`config.mk`:
```
export PLATFORM = sky130hd
export DESIGN_NAME = fetch_mem_arbiter
export DESIGN_NICKNAME = d
export VERILOG_FILES = /design/src/rtl/fetch_mem_arbiter.sv
export SDC_FILE = /design/constraint.sdc
export NUM_CORES = 1
export LEC_CHECK = 0
export ABC_AREA = 0
export CORE_MARGIN = 3
export CORE_UTILIZATION = 45
export DETAILED_ROUTE_END_ITERATION = 10
export GPL_ROUTABILITY_DRIVEN = 0
export PLACE_DENSITY_LB_ADDON = 0.25
export SYNTH_ARGS = -nofsm -noshare
export SYNTH_HDL_FRONTEND = slang
export SYNTH_SLANG_ARGS = --single-unit
```
`constraint.sdc`:
```
create_clock -name clk -period 2.8 [get_ports clk]
set_input_delay 0.56 -clock clk [delete_from_list [all_inputs] [get_ports clk]]
set_output_delay 0.56 -clock clk [all_outputs]
set_load 0.01 [all_outputs]
```
`src/rtl/fetch_mem_arbiter.sv`:
```
// Arbiter sharing one single-ported memory between instruction fetch and data access.
// Data has priority up to a starvation limit; a watchdog aborts unacknowledged transactions.
module fetch_mem_arbiter #(
    parameter int MAX_DATA_STREAK = 4,
    parameter int TIMEOUT         = 31
) (
    input  logic        clk,
    input  logic        reset,
    input  logic        if_req,
    input  logic [31:0] if_addr,
    input  logic        halted,
    output logic        if_ready,
    output logic [31:0] if_inst,
    input  logic        dm_req,
    input  logic        dm_we,
    input  logic [31:0] dm_addr,
    input  logic [31:0] dm_wdata,
    output logic        dm_ready,
    output logic [31:0] dm_rdata,
    output logic        mem_en,
    output logic        mem_we,
    output logic [31:0] mem_addr,
    output logic [31:0] mem_wdata,
    input  logic [31:0] mem_rdata,
    input  logic        mem_ack,
    output logic        mem_err,
    output logic        pc_enable,
    output logic        stall
);

    typedef enum logic [1:0] {
        IDLE   = 2'd0,
        BUSY_I = 2'd1,
        BUSY_D = 2'd2,
        RESP   = 2'd3
    } state_t;

    state_t      state_r;
    logic [3:0]  streak_r;
    logic [7:0]  wdog_r;
    logic        if_valid_s;
    logic        streak_full_s;
    logic        grant_d_s;
    logic        grant_i_s;
    logic        wdog_expired_s;

    // Arbitration decision and watchdog expiry
    always_comb begin
        if_valid_s     = if_req & ~halted;
        streak_full_s  = (streak_r == 4'(MAX_DATA_STREAK));
        grant_d_s      = dm_req & ~(if_valid_s & streak_full_s);
        grant_i_s      = if_valid_s & ~grant_d_s;
        wdog_expired_s = (wdog_r == 8'(TIMEOUT));
    end

    // Pipeline handshake derived from the registered completion pulses
    always_comb begin
        pc_enable = if_ready & ~halted;
        stall     = (if_req & ~halted & ~if_ready) | (dm_req & ~dm_ready);
    end

    // Transaction sequencer with registered memory and response outputs
    always_ff @(posedge clk) begin
        if (reset) begin
            state_r   <= IDLE;
            streak_r  <= 4'd0;
            wdog_r    <= 8'd0;
            if_ready  <= 1'b0;
            if_inst   <= 32'd0;
            dm_ready  <= 1'b0;
            dm_rdata  <= 32'd0;
            mem_en    <= 1'b0;
            mem_we    <= 1'b0;
            mem_addr  <= 32'd0;
            mem_wdata <= 32'd0;
            mem_err   <= 1'b0;
        end else begin
            case (state_r)
                IDLE: begin
                    if (grant_d_s) begin
                        state_r   <= BUSY_D;
                        mem_en    <= 1'b1;
                        mem_we    <= dm_we;
                        mem_addr  <= dm_addr;
                        mem_wdata <= dm_wdata;
                        wdog_r    <= 8'd0;
                        // Only data grants that overtake a waiting fetch count toward the streak
                        if (if_valid_s) begin
                            streak_r <= streak_full_s ? streak_r : streak_r + 4'd1;
                        end else begin
                            streak_r <= 4'd0;
                        end
                    end else if (grant_i_s) begin
                        state_r   <= BUSY_I;
                        mem_en    <= 1'b1;
                        mem_we    <= 1'b0;
                        mem_addr  <= if_addr;
                        mem_wdata <= 32'd0;
                        wdog_r    <= 8'd0;
                        streak_r  <= 4'd0;
                    end
                end
                BUSY_I, BUSY_D: begin
                    if (mem_ack || wdog_expired_s) begin
                        state_r <= RESP;
                        mem_en  <= 1'b0;
                        mem_we  <= 1'b0;
                        mem_err <= ~mem_ack;
                        if (state_r == BUSY_I) begin
                            if_ready <= 1'b1;
                            if_inst  <= mem_ack ? mem_rdata : 32'd0;
                        end else begin
                            dm_ready <= 1'b1;
                            if (!mem_we) begin
                                dm_rdata <= mem_ack ? mem_rdata : 32'd0;
                            end
                        end
                    end else begin
                        wdog_r <= wdog_r + 8'd1;
                    end
                end
                RESP: begin
                    if_ready <= 1'b0;
                    dm_ready <= 1'b0;
                    mem_err  <= 1'b0;
                    state_r  <= IDLE;
                end
                default: begin
                    state_r <= IDLE;
                end
            endcase
        end
    end

endmodule

```
* Yosys cells after proc, flatten, opt, wreduce, memory -nomap -nowiden
Cells that the tools add are included.
Widths: inputs -> output; s select.
** Operators by class
- Eq/ne operators :: 11
- Bitwise logic cells :: 16
- Reduce and logical (&&, ||, !) cells :: 16
- Add/subtract/negate cells :: 2
- Mux-type cells :: 32
** Operators by type and width (number)
- $mux 32 :: 5
- $mux 8 :: 3
- $reduce_and 3->1 :: 6
- $mux 4 :: 4
- $pmux 8 s2 :: 1
- $mux 1 :: 10
- $pmux 1 s2 :: 5
- $add 8x1->8 const B :: 1
- $eq 8x5->1 const B :: 1
- $ne 2x2->1 const B :: 4
- $not 1->1 :: 8
- $and 1x1->1 :: 7
- $mux 2 :: 3
- $ne 3x3->1 const B :: 2
- $pmux 2 s3 :: 1
- $reduce_and 2->1 :: 3
- $reduce_bool 2->1 :: 3
- $add 4x1->4 const B :: 1
- $eq 2x2->1 const B :: 2
- $eq 4x3->1 const B :: 1
- $reduce_and 4->1 :: 1
- $eq 2x1->1 const B :: 1
- $logic_not 2->1 :: 1
- $reduce_or 2->1 :: 1
- 2 further kinds :: 2
** Storage, ports and cells
- Bits in registers :: 147
- Output and inout bits :: 135
- Logic and storage cells :: 89
- Input port bits :: 135

* Depth between registers and ports, before layout
- Word-level depth :: 10
- Depth in mapped cells :: 8
- Gate-level depth less buffers :: 6

* Worst setup path after synthesis
No wires, ideal clock.
- Path kind :: reg2reg
- Start :: reg state_r[0]
- End :: reg wdog_r[7]
- Data required time :: 2.665 ns
- Arrival :: 1.629 ns
- Period minus slack after synthesis :: 1.764 ns
- Buffers on the path :: 1
- Cell stages (with the launch flop) :: 8
- Setup time :: 0.135 ns
- Path slack :: 1.036 ns
- Path through :: dfxtp_1 inv_1 ha_1 nor4b_2 a22o_4 buf_6 o311ai_0 o41ai_1
** On the way
- Word-level cells in the longest chain between the ends :: 4
** Ends and longest elaborated chain
- start, declared :: line 38 : state_t state_r;
- start signal, assigned :: line 65 : state_r <= IDLE;
- start signal, assigned :: line 81 : state_r <= BUSY_D;
- start signal, assigned :: line 94 : state_r <= BUSY_I;
- $eq 2x1->1 / $eq 2x2->1 (equally long branches) :: line 78 : case (state_r)
- $reduce_or 2->1 :: line 78
- $ne 2x2->1 (no source line) / $reduce_bool 2->1 (equally long branches)
- $reduce_and 3->1 (no source line)
- end signal, assigned :: line 119 : wdog_r <= wdog_r + 8'd1;
- end, declared :: line 40 : logic [7:0] wdog_r;
Parallel ways exist; a longest one is shown, timed or not.
A chain may end at the register's enable or synchronous reset.

* Worst setup path in the final report
- Start :: in dm_req
- End :: out stall
** On the way
- Word-level cells in the longest chain between the ends :: 2
** Ends and longest elaborated chain
- start, declared :: line 14 : input logic dm_req,
- $and 1x1->1 :: line 59 : stall = (if_req & ~halted & ~if_ready) | (dm_req & ~dm_ready);
- $or 1x1->1 :: line 59
- end, declared :: line 28 : output logic stall
Every way passes these cells.

==> flow_summary_export.csv <==
group,metric,value,unit
critical_path,crit_path_frequent_cell,"clkdlybuf4s50_1",
cells_and_area,antenna_cells,0,
synth,yosys.cell_count.top_type,"nand2_1",
pwr,ir_worst_vdd,0.466,mV
clocking,h-tree-depth,4,
drt,drt_iter0_drc,282,
critical_path,crit_path_start_kind,"primary input",
synth,ys.flop_type,"dfxtp_1",
die,coreArea,12900,sq um
clocking,cts_tree,"built",
sta,worst_slew_pin_slew,0.766,ns
critical_path,cp.arrival,1.98,ns
cells_and_area,drive_gt1_share,6.17,%
die,dieWidth,122,um
global_route,grt_first_pass_wirelength,27300,um
cells_and_area,finalNonFillerCells,1128,
die,fp.dieArea,14800,sq um
drt,drc,0,
clocking,cts_buffer_depth,2,
clocking,clkLatencyLatePin,0.41,ns
critical_path,max_stage_delay,0.55,ns
critical_path,critPathKind,"in2out",
sta,max_slew_margin,48.9,%
synth,synth.area.top_cells,"dfxtp_1, mux2i_1, nand2_1, nand3_1, a21oi_1",
sta,rsz0062_at_grt,"no",
drt,vias,5853,
global_route,grt.overflow.total,0,
drt,finalWirelength,17200,um
placed_design,dpl.hpwl,12000,um
pwr,p_per_area,799,nW/um^2
global_route,grt_pass1_vias,5725,
synth,synth_warnings,0,
cells_and_area,fillers,972,
placed_design,portBuffers,269,
synth,synth.largest_area_cell,"dfxtp_1",
global_route,groute.usage.overall,22.9,%
clocking,cts_root_buf,"clkbuf_16",
synth,synthCells,698,
cells_and_area,seqCellArea,2940,sq um
placed_design,placed_cells,1096,
cells_and_area,fin_nets,1084,
sta,hold_viol_final,0,
clocking,cts.clk_slew.worst_paths,0.05,ns
drt,vias_per_cell,5.19,
clocking,numCtsBuffers,17,
sta,fin_crit,2.54,ns
critical_path,slowest_stage,"clkdlybuf4s50_1",
cells_and_area,multi_input_area,2790,sq um
synth,synth_common_cells,"nand2_1, dfxtp_1, nand3_1",
flow_run,maxCapViolations,0,
pwr,cellLeakagePower,3.83,nW
hold_path,min-delay-start,"mem_wdata[17]$_SDFFE_PP0P_",
critical_path,end_kind,"output port",
sta,setup_tns,0,ns
critical_path,crit_required,2.24,ns
clocking,postCtsHoldBufs,0,
sta,finalClockSkew,0.00779,ns
synth,ys_ff_latch,147,
run_status,outcome,"finished, final reports clean",
critical_path,crit_path_max_fanout,4,
clocking,post-cts-setup-buffers,0,
synth,synth_top_area_share,48.8,%
sta,clock.fmax,394,MHz
drt,antenna_left,0,
critical_path,path_cells,"clkdlybuf4s50_1, inv_1, o22ai_1, clkdlybuf4s50_1",
critical_path,cp-startpoint,"dm_req",
drt,drt_first_pass_iters,6,
die,ioPinCount,270,
critical_path,r2r-start,"state_r[0]$_SDFFE_PP0P_",
sta,min_period_over_period,90.5,%
synth,syn_area,6030,sq um
die,dieHeight,122,um
synth,synth.distinct_cells,51,
pwr,p_total,0.00760,W
synth,async_reset_ff_share,0,%
drt,wl_per_cell,15.2,um
cells_and_area,syn_to_final_growth,57.7,%
synth,ys_seq_area_share,48.8,%
global_route,grt_max_degree,91,
sta,setup_viol,0,
hold_path,hold_class,"reg2reg",
die,initial_core_util,46.8,%
clocking,cts-resized-gates,0,
synth,synth_edf_count,0,
die,std_cell_rows,41,
synth,postSynthAreaPerCell,8.64,sq um
clocking,cts_num_sinks,147,
sta,drv_slew,0,
global_route,antenna_found_initial,0,
synth,syn-num-nets,839,
-- critical path, delay by kind of cell --
kind | cells | cell delay (ns)
buffers and inverters | 3 | 1.23
AO/OA/AOI/OAI | 1 | 0.18
-- flip-flops by register name, summed over array words and instances (netlist names), 2 cells and up --
| register | flops |
|---|---|
| mem_addr | 32 |
| wdog_r | 8 |
| mem_wdata | 32 |
| streak_r | 4 |
| dm_rdata | 32 |
| state_r | 2 |
| if_inst | 32 |
-- per-layer routing --
layer	routed length, um	track usage, %	vias up
met5	0	0	-
met1	6830	26.0	2707
met3	1640	9.15	31
li1	-	-	2909
met4	363	8.12	0
met2	8350	39.0	206
-- final timing paths --
check	endpoint	slack, ns	cells after the start
max reg2reg	dm_rdata[22]$_SDFFE_PP0P_	0.57	6
min reg2reg	mem_wdata[17]$_SDFFE_PP0P_	0.45	2
min	mem_wdata[17]$_SDFFE_PP0P_	0.45	2
max	stall	0.26	4
-- kinds of logic (layout without fill, tap and decap cells) --
kind of cell	Yosys count	in the layout	share of synthesized area (%)
buffers and inverters	69	327	5.21
and+or+nand+nor	271	271	19.7
adders and majority gates	6	6	1.25
AOI/OAI and AO/OA	140	140	14.2
DFF	147	147	48.8
muxes	65	65	10.8
-- placed cells by master, fill, tap and decap left out, types with 2 or more instances in the layout --
cell             count
nor2b_1              2
o311ai_0             6
o22ai_1              4
nand3_1             68
dfxtp_1            147
a211oi_1             2
clkbuf_8             5
a31oi_1             32
mux2i_1             65
nor3_1               2
ha_1                 6
clkdlybuf4s50_1    268
nor2_1               8
o32ai_1              2
clkinv_2             4
inv_1               11
o31ai_1              3
buf_12               4
a41oi_1              2
nand2_1            173
o21ai_0             34
clkbuf_16           17
bufinv_16            5
nand2b_1             3
a21oi_1             42
nand4_1              2
buf_4               10
-- power breakdown --
| group | leakage [nW] | switching, W | internal (W) | total [W] |
|---|---|---|---|---|
| Combinational | 2.31 | 0.00128 | 0.00120 | 0.00248 |
| Sequential | 1.20 | 0.000168 | 0.00242 | 0.00259 |
| Clock | 0.329 | 0.000834 | 0.00170 | 0.00253 |
| Total | 3.83 | 0.00228 | 0.00531 | 0.00760 |
-- per-stage QoR --
stage | utilization (%) | area [sq um] | hold WS (ns) | setup WS (ns)
6_report | 73.8 | 9500 | 0.449 | 0.265
3_5_place_dp | 68.6 | 8830 | 0.444 | 0.267
2_1_floorplan | - | 6030 | 0.443 | 1.04
4_1_cts | 73.8 | 9500 | 0.451 | 0.268
3_3_place_gp | 68.6 | 8830 | 0.436 | 0.288
5_1_grt | 73.8 | 9500 | 0.470 | 0.235
-- area by class of cell --
class / instances / area share (%)
sequential: 147 / 31.0
clock inverter: 9 / 1.82
tap: 172 / 2.26
multi-input combinational: 482 / 29.3
inverter: 12 / 0.487
timing repair buffer: 283 / 29.9
clock buffer: 23 / 5.24
Power figures use the tool's default switching activity.
